**src/rtl/calc_pkg.sv**
```systemverilog
// Shared display constants, payload type, scan FSM encodings and hex to
// seven-segment table.
//   NUM_DIG     digits on the display
//   SEG_BLANK   active-low segment word with every segment off
//   DIG_OFF     active-low digit select with every digit off
//   disp_word_t display payload: four hex nibbles plus four decimal points
//   hex_to_seg  nibble -> active-low segments {a,b,c,d,e,f,g}
package calc_pkg;

    localparam int unsigned NUM_DIG = 4;
    localparam int unsigned SEG_W   = 7;
    localparam int unsigned WORD_W  = 16;

    localparam logic [SEG_W-1:0]   SEG_BLANK = 7'h7F;
    localparam logic [NUM_DIG-1:0] DIG_OFF   = 4'hF;

    // Scan slot phases
    localparam logic [0:0] ST_BLANK = 1'b0;
    localparam logic [0:0] ST_SHOW  = 1'b1;

    typedef struct packed {
        logic [WORD_W-1:0]  word;
        logic [NUM_DIG-1:0] dots;
    } disp_word_t;

    function automatic logic [SEG_W-1:0] hex_to_seg(input logic [3:0] nib);
        logic [SEG_W-1:0] seg;
        case (nib)
            4'h0:    seg = 7'h01;
            4'h1:    seg = 7'h4F;
            4'h2:    seg = 7'h12;
            4'h3:    seg = 7'h06;
            4'h4:    seg = 7'h4C;
            4'h5:    seg = 7'h24;
            4'h6:    seg = 7'h20;
            4'h7:    seg = 7'h0F;
            4'h8:    seg = 7'h00;
            4'h9:    seg = 7'h04;
            4'hA:    seg = 7'h08;
            4'hB:    seg = 7'h60;
            4'hC:    seg = 7'h31;
            4'hD:    seg = 7'h42;
            4'hE:    seg = 7'h30;
            default: seg = 7'h38;
        endcase
        return seg;
    endfunction

endpackage

```
**src/rtl/seg_hex_decode.sv**
```systemverilog
// Combinational hex nibble to active-low seven-segment decoder.
//   i_nib     in  4  hex digit
//   o_seg_n_c out 7  segments a..g active-low, [6]=a .. [0]=g
module seg_hex_decode
    import calc_pkg::*;
(
    input  logic [3:0]       i_nib,
    output logic [SEG_W-1:0] o_seg_n_c
);

    assign o_seg_n_c = hex_to_seg(i_nib);

endmodule

```
**src/rtl/seg_scan_ctrl.sv**
```systemverilog
// Time-multiplexed scan controller for a 4-digit seven-segment display.
// Each digit owns one slot: a blank phase against ghosting, then a show phase.
// New display words are taken through valid/ready into a pending register and
// only become active at a frame boundary, so a frame is never torn.
//   FPGA_CLK   in   1  clock
//   RESET_BUT  in   1  synchronous reset, active-low
//   upd_valid  in   1  new display word offered
//   upd_data   in  16  nibble i -> digit i ([3:0] rightmost)
//   upd_dots   in   4  decimal points, bit i -> digit i, 1 = lit
//   upd_ready  out  1  word can be accepted
//   dig_en     in   4  per-digit enable (live)
//   lz_blank   in   1  leading-zero blanking (live)
//   dig_n      out  4  digit selects, active-low
//   seg_n      out  7  segments a..g, active-low
//   dp_n       out  1  decimal point, active-low
//   frame_tick out  1  pulse on the last cycle of the digit-3 slot
module seg_scan_ctrl
    import calc_pkg::*;
#(
    parameter int unsigned CLK_HZ    = 50_000_000,
    parameter int unsigned SCAN_HZ   = 1000,
    parameter int unsigned BLANK_CYC = 500
) (
    input  logic               FPGA_CLK,
    input  logic               RESET_BUT,
    input  logic               upd_valid,
    input  logic [WORD_W-1:0]  upd_data,
    input  logic [NUM_DIG-1:0] upd_dots,
    output logic               upd_ready,
    input  logic [NUM_DIG-1:0] dig_en,
    input  logic               lz_blank,
    output logic [NUM_DIG-1:0] dig_n,
    output logic [SEG_W-1:0]   seg_n,
    output logic               dp_n,
    output logic               frame_tick
);

    localparam int unsigned SLOT_CYC = CLK_HZ / SCAN_HZ;
    localparam int unsigned CNT_W    = $clog2(SLOT_CYC);

    localparam logic [CNT_W-1:0] CNT_LAST      = CNT_W'(SLOT_CYC - 1);
    localparam logic [CNT_W-1:0] CNT_PRE_LAST  = CNT_W'(SLOT_CYC - 2);
    localparam logic [CNT_W-1:0] CNT_BLANK_END = CNT_W'(BLANK_CYC - 1);

    logic [0:0]         r_state;
    logic [CNT_W-1:0]   r_cnt;
    logic [1:0]         r_idx;
    disp_word_t         r_active;
    disp_word_t         r_pend;
    logic               r_pend_vld;
    logic               r_ready;
    logic [NUM_DIG-1:0] r_dig_n;
    logic [SEG_W-1:0]   r_seg_n;
    logic               r_dp_n;
    logic               r_tick;

    logic [0:0]         w_state_nxt;
    logic [CNT_W-1:0]   w_cnt_nxt;
    logic [1:0]         w_idx_nxt;
    disp_word_t         w_active_nxt;
    disp_word_t         w_pend_nxt;
    logic               w_pend_vld_nxt;
    logic               w_ready_nxt;
    logic [NUM_DIG-1:0] w_dig_nxt;
    logic [SEG_W-1:0]   w_seg_nxt;
    logic               w_dp_nxt;
    logic               w_tick_nxt;

    logic [3:0]         w_nib;
    logic               w_dot;
    logic [SEG_W-1:0]   w_seg_dec;
    logic [NUM_DIG-1:0] w_sel_n;
    logic               w_z3;
    logic               w_z2;
    logic               w_z1;
    logic               w_lz_hit;

    // Current digit's nibble, dot and active-low select
    assign w_nib   = 4'(r_active.word >> {r_idx, 2'b00});
    assign w_dot   = r_active.dots[r_idx];
    assign w_sel_n = 4'(~(4'b0001 << r_idx));

    // Leading zeros accumulate from the leftmost digit downwards
    assign w_z3 = (r_active.word[15:12] == 4'h0);
    assign w_z2 = w_z3 && (r_active.word[11:8] == 4'h0);
    assign w_z1 = w_z2 && (r_active.word[7:4] == 4'h0);

    always_comb begin
        w_lz_hit = 1'b0;
        case (r_idx)
            2'd1:    w_lz_hit = w_z1;
            2'd2:    w_lz_hit = w_z2;
            2'd3:    w_lz_hit = w_z3;
            default: w_lz_hit = 1'b0;
        endcase
        w_lz_hit = w_lz_hit && lz_blank;
    end

    seg_hex_decode u_dec (
        .i_nib     (w_nib),
        .o_seg_n_c (w_seg_dec)
    );

    // Next state: slot sequencing, handshake and display outputs
    always_comb begin
        w_state_nxt    = r_state;
        w_cnt_nxt      = r_cnt + CNT_W'(1);
        w_idx_nxt      = r_idx;
        w_active_nxt   = r_active;
        w_pend_nxt     = r_pend;
        w_pend_vld_nxt = r_pend_vld;
        w_dig_nxt      = DIG_OFF;
        w_seg_nxt      = SEG_BLANK;
        w_dp_nxt       = 1'b1;
        // Registered, so raised one cycle early to land on the wrap cycle
        w_tick_nxt     = (r_idx == 2'd3) && (r_cnt == CNT_PRE_LAST);

        if (r_cnt == CNT_LAST) begin
            w_cnt_nxt = '0;
            w_idx_nxt = r_idx + 2'd1;
        end

        case (r_state)
            ST_BLANK: begin
                if (r_cnt == CNT_BLANK_END) begin
                    w_state_nxt = ST_SHOW;
                end
            end
            ST_SHOW: begin
                if (r_cnt == CNT_LAST) begin
                    w_state_nxt = ST_BLANK;
                end
                // A zero-blanked digit keeps its select only to light its dot
                if (dig_en[r_idx]) begin
                    if (!w_lz_hit) begin
                        w_dig_nxt = w_sel_n;
                        w_seg_nxt = w_seg_dec;
                        w_dp_nxt  = ~w_dot;
                    end else if (w_dot) begin
                        w_dig_nxt = w_sel_n;
                        w_dp_nxt  = 1'b0;
                    end
                end
            end
            default: w_state_nxt = ST_BLANK;
        endcase

        // Commit only at a frame end; ready is low exactly while pending is held
        if (r_tick && r_pend_vld) begin
            w_active_nxt   = r_pend;
            w_pend_vld_nxt = 1'b0;
        end else if (upd_valid && r_ready) begin
            w_pend_nxt     = '{word: upd_data, dots: upd_dots};
            w_pend_vld_nxt = 1'b1;
        end
        w_ready_nxt = ~w_pend_vld_nxt;
    end

    always_ff @(posedge FPGA_CLK) begin
        if (!RESET_BUT) begin
            r_state    <= ST_BLANK;
            r_cnt      <= '0;
            r_idx      <= '0;
            r_active   <= '0;
            r_pend     <= '0;
            r_pend_vld <= 1'b0;
            r_ready    <= 1'b0;
            r_dig_n    <= DIG_OFF;
            r_seg_n    <= SEG_BLANK;
            r_dp_n     <= 1'b1;
            r_tick     <= 1'b0;
        end else begin
            r_state    <= w_state_nxt;
            r_cnt      <= w_cnt_nxt;
            r_idx      <= w_idx_nxt;
            r_active   <= w_active_nxt;
            r_pend     <= w_pend_nxt;
            r_pend_vld <= w_pend_vld_nxt;
            r_ready    <= w_ready_nxt;
            r_dig_n    <= w_dig_nxt;
            r_seg_n    <= w_seg_nxt;
            r_dp_n     <= w_dp_nxt;
            r_tick     <= w_tick_nxt;
        end
    end

    assign upd_ready  = r_ready;
    assign dig_n      = r_dig_n;
    assign seg_n      = r_seg_n;
    assign dp_n       = r_dp_n;
    assign frame_tick = r_tick;

endmodule

```
**config.mk**
```make
export PLATFORM = sky130hd
export DESIGN_NAME = seg_scan_ctrl
export DESIGN_NICKNAME = d
export VERILOG_FILES = /design/src/rtl/calc_pkg.sv /design/src/rtl/seg_hex_decode.sv /design/src/rtl/seg_scan_ctrl.sv
export SDC_FILE = /design/constraint.sdc
export NUM_CORES = 1
export LEC_CHECK = 0
export ABC_AREA = 1
export CAP_MARGIN = 40
export CORE_MARGIN = 2
export CORE_UTILIZATION = 50
export DETAILED_ROUTE_END_ITERATION = 16
export PLACE_DENSITY = 0.72
export SLEW_MARGIN = 10
export SYNTH_ARGS = -nofsm -noshare
export SYNTH_HDL_FRONTEND = slang
export SYNTH_HIERARCHICAL = 1
export SYNTH_SLANG_ARGS = --single-unit
```
**constraint.sdc**
```tcl
create_clock -name FPGA_CLK -period 1.85 [get_ports FPGA_CLK]
set_input_delay 0.37 -clock FPGA_CLK [delete_from_list [all_inputs] [get_ports FPGA_CLK]]
set_output_delay 0.37 -clock FPGA_CLK [all_outputs]
set_load 0.05 [all_outputs]
```
# == Yosys cells after proc, flatten, opt, wreduce, memory -nomap -nowiden ==
# Memory sizes are Yosys's and may differ from the RTL's. A register that Yosys moved wholly into a read port is not among the register bits.
# Index checks and enable logic that the tools add are counted.
# op_classes
n_lt_le_gt_ge,1
n_eq_ne,6
shifts,2
reduce_logical,13
bitwise,7
mux,14
n_addsub,2
# op_table
cell,n
"16-bit equality test, second input constant",2
"16-bit by 1-bit adder with 16-bit output, second input constant",1
"16-bit by 9-bit equality test with 1-bit output, second input constant",1
16-bit by 4-bit right shift with 4-bit output,1
4-bit zero test,3
1-bit 2-to-1 mux,8
4-bit 2-to-1 mux,2
1-bit logical AND,6
1-bit NOT,6
1-bit binary-select mux with 2-bit select,2
"2-bit equality test, second input constant",2
4-bit NOT,1
4-bit OR reduction,1
"1-bit by 2-bit left shift with 4-bit output, first input constant",1
"2-bit by 3-bit < comparator with 1-bit output, second input constant",1
1-bit one-hot mux with 3 select lines,1
3-bit AND reduction,1
"2-bit by 1-bit adder with 2-bit output, second input constant",1
"2-bit by 1-bit equality test with 1-bit output, second input constant",1
1-bit one-hot mux with 2 select lines,1
2-bit AND reduction,1
2-bit OR reduction,1
# totals
romBits,112
input_bits,28
register_bits,67
out_inout_bits,14
memories,1
# memory_table
memory,depth,word_bits,rd,rd_ports_with_merged_regs,write_ports,line,text
(no name shown),16,7,1,1,0,calc_pkg.sv:28,case (nib)

# == Depth between registers and ports, before layout ==
# Gate-level depths: netlist of the first run.
# depth
ltp_word,6
depth_mapped,13
depth_no_buf,12

# == Hierarchy ==
# Netlist of the first run, hierarchy kept.
# by_module_without_submodules
mod,area_each_um2,n_inst,cells_per_inst
seg_scan_ctrl,3134.3,1,423
seg_hex_decode,280.3,1,52

# == Worst setup path before layout of the first run ==
# OpenSTA, ideal clock, no wires.
# synth_timing
kind,register -> register
from,register r_idx[0]
to,"register r_seg_n[3], in the netlist seg_n[3]"
path_slack_ns,-0.200
arrival_time_ns,1.922
setup_ns,0.128
n_path_buf,1
stages_incl_launch_ff,12
synth_period_minus_slack_ns,2.050
cell_sequence,dfxtp_1 inv_1 clkbuf_1 o21ai_0 o22ai_1 inv_1 ha_1 nand2_1 nand3_1 nand2_1 inv_1 nand3_1
# synth_between
elab_cells_between_ends,10
cone_classes,eq/ne (3); shift (1); mux (3); bitwise (1); reduce/logical (2)
# synth_rtl
item,line,text
"start, declared",seg_scan_ctrl.sv:47,logic [1:0] r_idx;
"start signal, assigned",seg_scan_ctrl.sv:175,r_idx <= w_idx_nxt;
16-bit by 4-bit right shift with 4-bit output,seg_scan_ctrl.sv:79,"assign w_nib = 4'(r_active.word >> {r_idx, 2'b00});"
via w_nib[0],seg_scan_ctrl.sv:69,logic [3:0] w_nib;
"end, declared",seg_scan_ctrl.sv:53,logic [SEG_W-1:0] r_seg_n;
# The timed path passes the listed nets, and every way through them passes these cells. The select of a mux whose other input is x is not followed.
# A chain may end at the register's enable or synchronous reset.

# == Final worst setup path of the first run ==
# layout_timing
from,"register r_seg_n[2], in the netlist seg_n[2]"
to,output seg_n[2]
# layout_rtl
item,line,text
"end, declared",seg_scan_ctrl.sv:33,"output logic [SEG_W-1:0] seg_n,"
# No word-level cell between the ends.

==> out/qor.txt, run 1 <==
final setup skew -> 10.2 ps
clk buf depth -> 2
synth unique cells -> 31
Setup crit end kind -> output port
layout cell share with drive strength beyond 1 -> 10.8%
synthesized area per cell -> 7.19 µm²
Hold Crit Class -> reg2reg
later-pin clock latency in the skew report -> 340 ps
DRT Pass-1 Iters -> 4
initial cell density of the core -> 50.8%
Post-synth EDFFs -> 0
hold_sp -> r_active[12]
Layout Utilization -> 61.8%
area leader, netlist -> dfxtp_1
leak pwr -> 0.00162 µW
Max-slew headroom -> 61.3%
Seq/Total Area, Yosys -> 43.4%
Crit path max-delay family -> buffers and inverters
initial detailed-routing violation count -> 176
Global Route Usage Sum -> 20.3%
min Tclk post-route -> 1800 ps
TNS Setup -> 0 ps
fin nets -> 565
IO Count -> 42
P&R area growth vs syn -> 21.7%
die height -> 86.6 µm
CP cell instances -> clkdlybuf4s50_1
Cell Area, Synth -> 3410 µm²
most frequent cells in the layout -> 108 x nor2_1, 74 x nand2_1, 72 x dfxtp_1
crit-path max cell delay -> 790 ps
full die area -> 7510 µm²
asr flop ratio synth -> 0%
status -> completed
Post-Syn Nets -> 517
WP buf/inv -> 1
clock root buffer -> clkbuf_8
RR Startpoint -> r_idx[0]
final slew viol count -> 0
R2R setup slack -> 110 ps
worst path required time -> 1480 ps
CP startpoint -> seg_n[2]
Syn Inst Count -> 475
final WL -> 6940 µm
final setup margin -> 45.5 ps
input/output buffers -> 41
final hold slack -> 465 ps
global-route wire length before repair -> 12000 µm
Power Density -> 736 nW/µm²
Routed Antenna Nets -> 0
Critical-path top delay cell -> clkdlybuf4s50_1
commonest non-fill, non-tap cell in the layout -> nor2_1
core area -> 6720 µm²
CTS tree -> done
Via Count -> 2997
HPWL after DPL -> 5070 µm
chip width -> 86.6 µm
DR vias/cell -> 4.94
clock transition at the registers of the reported paths -> 70 ps
Critical Path Start Type -> flop
# clock sinks -> 74
total CTS buffers -> 9
Setup Crit Path Kind -> reg2out
Overflow after GRT -> 0
initial antenna violation count -> 0
crit-path max FO -> 1
final setup fails -> 0
H-tree levels -> 3
routability congestion estimate -> 0.869
Placed Cells -> 591
#FFs+latches synth -> 74
synth top area cells -> dfxtp_1 43%, nor2_1 12%, nand2_1 8.1%
Ys Warns -> 6
top-area cell type share of the netlist area -> 43.4%
Max VDD drop -> 0.000438 V
Least-Margin Pin Slew -> 579 ps
FP Rows -> 30
max-cap violation count -> 0
vias in the first global route -> 2794
final cell count without fillers -> 607
Antenna Cells -> 0
maximum number of pins on one net before global-route repair -> 45
Remaining DRCs -> 0
CTS hold repair buffers -> 0
average wire per standard cell -> 11.4 µm
pre-CTS setup slack -> 127 ps
Synth Flop Type -> dfxtp_1
Tcrit/Tclk final -> 97.5%
Max Freq -> 554 MHz
final hold viol count -> 0
crit path DAT -> 1430 ps
-- layer usage --
layer / up-vias / part of all wire (%) / track usage (%) / routed length, µm
met3: 8 / 4.0 / 5.90 / 275
met5: - / 0 / 0 / 0
met2: 52 / 47 / 33.3 / 3260
li1: 1610 / - / - / -
met1: 1327 / 48 / 24.6 / 3320
met4: 0 / 1.3 / 8.95 / 93
-- cells by family (layout without fill, tap and decap cells) --
kind of cell | Yosys count | in the layout | synth area share, %
buf+inv | 63 | 115 | 7.81
compound gates | 70 | 70 | 10.6
simple gates | 250 | 250 | 32.0
flops | 74 | 74 | 43.4
xor+xnor | 4 | 4 | 1.03
fa+ha+maj | 14 | 14 | 5.13
-- synthesized netlist by cell type, types with 2 or more instances --
| library cell | instances |
|---|---|
| nor2_1 | 108 |
| dfxtp_1 | 74 |
| nand2_1 | 74 |
| o21ai_0 | 51 |
| inv_1 | 41 |
| nand3_1 | 38 |
| ha_1 | 14 |
| a21oi_1 | 11 |
| clkbuf_1 | 11 |
| nor2_2 | 10 |
| buf_2 | 5 |
| nand4_1 | 5 |
| nor3_1 | 4 |
| o22ai_1 | 4 |
| xnor2_1 | 3 |
| a21oi_2 | 2 |
| clkinv_1 | 2 |
| inv_2 | 2 |
| nand2_2 | 2 |
| nor4_1 | 2 |
| o21ai_1 | 2 |
-- final cells by class --
| type | count | area (µm²) |
|---|---|---|
| Inverter | 45 | 169 |
| Timing Repair Buffer | 55 | 538 |
| Clock buffer | 12 | 145 |
| Fill cell | 629 | 2560 |
| Tap cell | 80 | 100 |
| Sequential cell | 74 | 1480 |
| Multi-Input combinational cell | 338 | 1680 |
| Clock inverter | 3 | 40.0 |
-- sequential cells by signal, summed over array words and instances, names as in the netlist, 2 cells and up --
| signal | cells |
|---|---|
| r_pend | 20 |
| r_idx | 2 |
| r_cnt | 16 |
| seg_n | 7 |
| r_active | 20 |
| dig_n | 4 |
-- final timing paths --
| kind | end | cells past startpoint |
|---|---|---|
| max | seg_n[2] | 1 |
| min | r_active[12] | 2 |
| max reg2reg | seg_n[0] | 10 |
| min reg2reg | r_active[12] | 2 |
-- tightest hold or removal path, delay by kind of cell, from the launching register on --
kind                   cells  cell delay, ps
flip-flops                 1             310
buffers and inverters      1              60
AO/OA/AOI/OAI              1              50
-- per-stage QoR --
step                power, µW  area (µm²)
floorplan                1800        3430
global placement         1880        3950
detailed placement       1890        3950
CTS                      3100        4130
global route             3190        4160
finish                   3060        4160
-- power breakdown --
| group | switching [µW] | internal, µW |
|---|---|---|
| Combinational | 94.0 | 97.9 |
| Clock | 559 | 649 |
| Sequential | 22.9 | 1630 |
-- repair_timing --
item / CTS / global route
setup endpoints to repair: 0 / 13
gates resized for setup: 0 / 11
setup buffers: 0 / 1
(Power assumes the default switching activity.)
==> inputs of run 2 (changes only) <==
--- a/config.mk
+++ b/config.mk
@@ -11,6 +11,7 @@
 export CORE_UTILIZATION = 50
 export DETAILED_ROUTE_END_ITERATION = 16
 export PLACE_DENSITY = 0.72
+export SETUP_SLACK_MARGIN = 0.4
 export SLEW_MARGIN = 10
 export SYNTH_ARGS = -nofsm -noshare
 export SYNTH_HDL_FRONTEND = slang
==> out/qor.txt, run 2 (synthesis gave the netlist of run 1 again) <==
CTS hold repair buffers -> 0
maximum number of pins on one net before global-route repair -> 45
final setup skew -> 9.98 ps
FP Rows -> 30
final hold viol count -> 0
total CTS buffers -> 9
clk buf depth -> 2
clock root buffer -> clkbuf_8
Critical Path Start Type -> flop
biggest regs -> r_active: 20 flops, r_pend: 20 flops, r_cnt: 16 flops
H-tree levels -> 3
sw power -> 659 µW
Gate power share -> 6.5%
routability congestion estimate -> 0.810
die height -> 86.6 µm
fin nets -> 571
Critical-path top delay cell -> dfxtp_4
status -> completed
later-pin clock latency in the skew report -> 340 ps
crit-path max FO -> 11
TNS Setup -> 0 ps
Least-Margin Pin Slew -> 314 ps
vias in the first global route -> 2910
initial detailed-routing violation count -> 157
chip width -> 86.6 µm
max-cap violation count -> 0
RSZ-0062 raised after global routing -> true
Setup crit end kind -> flop
global-route wire length before repair -> 12500 µm
commonest non-fill, non-tap cell in the layout -> nor2_1
WP buf/inv -> 3
Max-slew headroom -> 79.0%
initial cell density of the core -> 50.8%
Power Density -> 697 nW/µm²
Hold Crit Class -> reg2reg
input/output buffers -> 41
Tcrit/Tclk final -> 85.6%
overall power -> 3040 µW
Crit path max-delay family -> flip-flops
leak pwr -> 0.00168 µW
initial antenna violation count -> 0
Antenna Cells -> 0
CTS tree -> done
Max VDD drop -> 0.000372 V
Sw Ratio -> 21.7%
Global Route Usage Sum -> 20.6%
Routed Antenna Nets -> 0
P&R area growth vs syn -> 27.7%
final WL -> 7500 µm
Max Freq -> 632 MHz
min Tclk post-route -> 1580 ps
DRT Pass-1 Iters -> 4
CP dominant cell by count -> nand2_1
Overflow after GRT -> 0
clock network fraction of total power -> 39.0%
clock transition at the registers of the reported paths -> 70 ps
IO Count -> 42
layout cell share with drive strength beyond 1 -> 19.5%
crit path DAT -> 1800 ps
# clock sinks -> 74
DR vias/cell -> 5.04
final slew viol count -> 0
Remaining DRCs -> 0
Internal -> 2380 µW
Via Count -> 3090
CP cell instances -> inv_8 > o21ai_2 > o22ai_4 > buf_4 > ha_1 > nand2_1 > nand2_1 > nand2_1 > nand2_1 > inv_1 > nand3_1
worst path required time -> 2070 ps
average wire per standard cell -> 12.2 µm
full die area -> 7510 µm²
Setup Crit Path Kind -> reg2reg
core area -> 6720 µm²
most frequent cells in the layout -> 105 x nor2_1, 72 x nand2_1, 71 x dfxtp_1
fillers -> 593
HPWL after DPL -> 5020 µm
crit-path max cell delay -> 440 ps
final setup fails -> 0
part of the power in registers -> 54.5%
-- run 2: cell count changes in the layout (fill, tap and decap cells not counted), sizes merged --
cell / delta
buf: +2
clkbuf: +1
clkdlybuf4s15: +11
clkdlybuf4s50: -6
clkinv: -1
clkinvlp: +5
dlymetal6s2s: -6
inv: -1
nand2: +1
-- run 2: final timing paths --
check	startpoint	end	slack [ps]	cells past startpoint
setup / recovery	r_idx[0]	seg_n[3]	270	11
hold / removal	r_cnt[0]	r_cnt[0]	450	1
setup reg to reg	r_idx[0]	seg_n[3]	270	11
hold reg to reg	r_cnt[0]	r_cnt[0]	450	1
-- run 2: power by group through the flow --
stage / clock [µW] / sequential (µW) / combinational, µW
2_1_floorplan: 0 / 1690 / 109
4_1_cts: 1210 / 1650 / 194
3_5_place_dp: 0 / 1690 / 193
6_report: 1190 / 1650 / 198
5_1_grt: 1270 / 1660 / 228
3_3_place_gp: 0 / 1690 / 189
-- run 2: what timing repair did --
item                                    in CTS  in global routing
endpoints found under the setup margin      39                 62
gates resized for setup                     50                 20
cloned                                       1                  4
pin swaps                                    3                  6
setup buffers                                9                  1
-- run 2: worst reg2reg max path, stage by stage (launching register included) --
cell and delay, ps:
dfxtp_4 440, inv_8 80, o21ai_2 160, o22ai_4 100, buf_4 160, ha_1 170, nand2_1 80, nand2_1 50
nand2_1 50, nand2_1 60, inv_1 50, nand3_1 60
-- run 2: cell type report --
type / count / area [µm²] / area share (%)
multi-input combinational: 339 / 1830 / 41.9
timing repair inverter: 3 / 20.0 / 0.459
timing repair buffer: 57 / 551 / 12.6
clock inverter: 3 / 40.0 / 0.918
tap: 80 / 100 / 2.29
inverter: 45 / 189 / 4.33
clock buffer: 12 / 145 / 3.33
sequential: 74 / 1490 / 34.2
-- run 2: metal layers --
| layer | GRT usage, % | vias to the layer above | share of wire [%] |
|---|---|---|---|
| met5 | 0 | - | 0 |
| met4 | 11.2 | 0 | 1.1 |
| met3 | 4.00 | 8 | 3.9 |
| met2 | 34.5 | 72 | 51 |
| met1 | 24.9 | 1386 | 44 |
| li1 | - | 1624 | - |
-- run 2: stage by stage --
stage / instance area, µm² / std cells / hold WS [ps] / worst slack, ps / utilization, %
CTS: 4260 / 608 / 447 / 297 / 63.4
floorplan: 3520 / 475 / 449 / 308 / -
global route: 4360 / 613 / 469 / 158 / 64.9
global placement: 3960 / 583 / 461 / 168 / 58.9
finish: 4360 / 613 / 448 / 267 / 64.9
detailed placement: 3960 / 583 / 466 / 136 / 58.9
==> inputs of run 3 (changes only) <==
--- a/config.mk
+++ b/config.mk
@@ -10,8 +10,8 @@
 export CORE_MARGIN = 2
 export CORE_UTILIZATION = 50
 export DETAILED_ROUTE_END_ITERATION = 16
-export PLACE_DENSITY = 0.72
-export SETUP_SLACK_MARGIN = 0.4
+export PLACE_DENSITY = 0.81
+export SETUP_SLACK_MARGIN = 0.3
 export SLEW_MARGIN = 10
 export SYNTH_ARGS = -nofsm -noshare
 export SYNTH_HDL_FRONTEND = slang
==> out/qor.txt, run 3 (synthesis gave the netlist of run 1 again) <==
status -> completed
later-pin clock latency in the skew report -> 350 ps
final hold viol count -> 0
Critical Path Start Type -> flop
routability congestion estimate -> 0.862
DRT Pass-1 Iters -> 5
IO Count -> 42
initial cell density of the core -> 50.8%
Hold Crit Class -> reg2reg
hold_sp -> r_cnt[0]
initial antenna violation count -> 0
maximum number of pins on one net before global-route repair -> 36
Tcrit/Tclk final -> 89.1%
Max-slew headroom -> 62.4%
Via Count -> 3292
overall power -> 3150 µW
final WL -> 8280 µm
Routed Antenna Nets -> 0
Overflow after GRT -> 0
Least-Margin Pin Slew -> 564 ps
most frequent cells in the layout -> 102 x nor2_1, 70 x dfxtp_1, 68 x nand2_1
initial detailed-routing violation count -> 280
number of cells on the worst hold path -> 1
clock root buffer -> clkbuf_8
global-route wire length before repair -> 12500 µm
final setup skew -> 7.96 ps
reg-to-reg endpoint -> seg_n[5]
Antenna Cells -> 0
commonest non-fill, non-tap cell in the layout -> nor2_1
crit path DAT -> 1890 ps
CTS tree -> done
crit-path max FO -> 9
P&R area growth vs syn -> 28.5%
Remaining DRCs -> 0
hold endpoint -> r_cnt[0]
final setup fails -> 0
cell count of the worst reg-to-reg path -> 10
Setup crit end kind -> flop
Max Freq -> 606 MHz
worst path required time -> 2090 ps
chip width -> 86.6 µm
clk buf depth -> 2
H-tree levels -> 3
Max VDD drop -> 0.000443 V
total CTS buffers -> 9
fin nets -> 575
RSZ-0062 raised after global routing -> true
average wire per standard cell -> 13.4 µm
max-cap violation count -> 0
final slew viol count -> 0
final setup margin -> 201 ps
biggest regs -> r_active: 20 flops, r_pend: 20 flops, r_cnt: 16 flops
input/output buffers -> 41
pre-CTS setup slack -> 115 ps
clock transition at the registers of the reported paths -> 80 ps
Setup Crit Path Kind -> reg2reg
full die area -> 7510 µm²
min Tclk post-route -> 1650 ps
TNS Setup -> 0 ps
Global Route Usage Sum -> 20.7%
core area -> 6720 µm²
# clock sinks -> 74
R2R setup slack -> 200 ps
layout cell share with drive strength beyond 1 -> 20.8%
HPWL after DPL -> 5110 µm
die height -> 86.6 µm
leak pwr -> 0.00169 µW
FP Rows -> 30
DR vias/cell -> 5.33
RR Startpoint -> r_idx[0]
Power Density -> 718 nW/µm²
vias in the first global route -> 2845
CTS hold repair buffers -> 0
==> run 3: cell types whose count changed in the layout (fill, tap and decap cells not counted), sizes merged <==
cell,change
clkinvlp,-1
buf,+6
clkinv,-1
clkdlybuf4s15,-7
nand2,-1
inv,+3
clkbuf,+6
==> run 3: layout make-up <==
cell class / count / area (µm²)
clock inverters: 5 / 62.6
inverters: 45 / 188
repair inverters: 2 / 13.8
repair buffers: 63 / 536
clock buffers: 11 / 141
flip-flops and latches: 74 / 1490
multi-input cells: 338 / 1860
well taps: 80 / 100
fillers: 580 / 2330
==> run 3: report_power, final <==
part / total, µW / leakage [µW] / switching [µW] / internal [µW]
Combinational: 192 / 0.000994 / 96.0 / 96.5
Sequential: 1650 / 0.000603 / 24.2 / 1630
Clock: 1300 / 0.0000962 / 635 / 668
==> run 3: routing by layer <==
| layer | track usage, % | vias up | wire length [µm] |
|---|---|---|---|
| met2 | 34.2 | 127 | 4070 |
| met3 | 4.38 | 24 | 466 |
| met1 | 26.6 | 1506 | 3520 |
| met4 | 7.81 | 0 | 223 |
| met5 | 0 | - | 0 |
| li1 | - | 1635 | - |
==> run 3: metrics by stage <==
step	area (µm²)	instances	utilization (%)	hold slack, ps
after floorplan	3510	475	-	444
after global placement	3940	584	58.6	458
after detailed placement	3940	584	58.6	469
after CTS	4290	615	63.9	487
after global routing	4390	618	65.3	486
final	4390	618	65.3	457
==> run 3: worst max path at each step <==
stage / start / end / cells after the start
6_report: r_idx[0] / seg_n[5] / 10
5_1_grt: r_idx[0] / seg_n[2] / 12
4_1_cts: seg_n[0] / seg_n[0] / 1
3_5_place_dp: upd_valid / r_pend[1] / 5
3_3_place_gp: RESET_BUT / frame_tick / 4
2_1_floorplan: r_idx[0] / seg_n[4] / 11
==> run 3: critical path, cell delays in order, from the launching register on <==
cell     delay, ps
dfxtp_4        430
buf_6          160
buf_4          140
nor2_1          50
o22ai_1        190
buf_4          220
inv_2           80
nand3_1         90
nand2_1         70
inv_1           50
nand3_1         60
==> run 3: timing repair <==
action | CTS | global route
buffers inserted | 13 | 2
hold endpoints to repair | 0 | 0
gates resized for setup | 41 | 41
pin swaps | 4 | 6
endpoints found under the setup margin | 19 | 37
gates cloned | 2 | 1
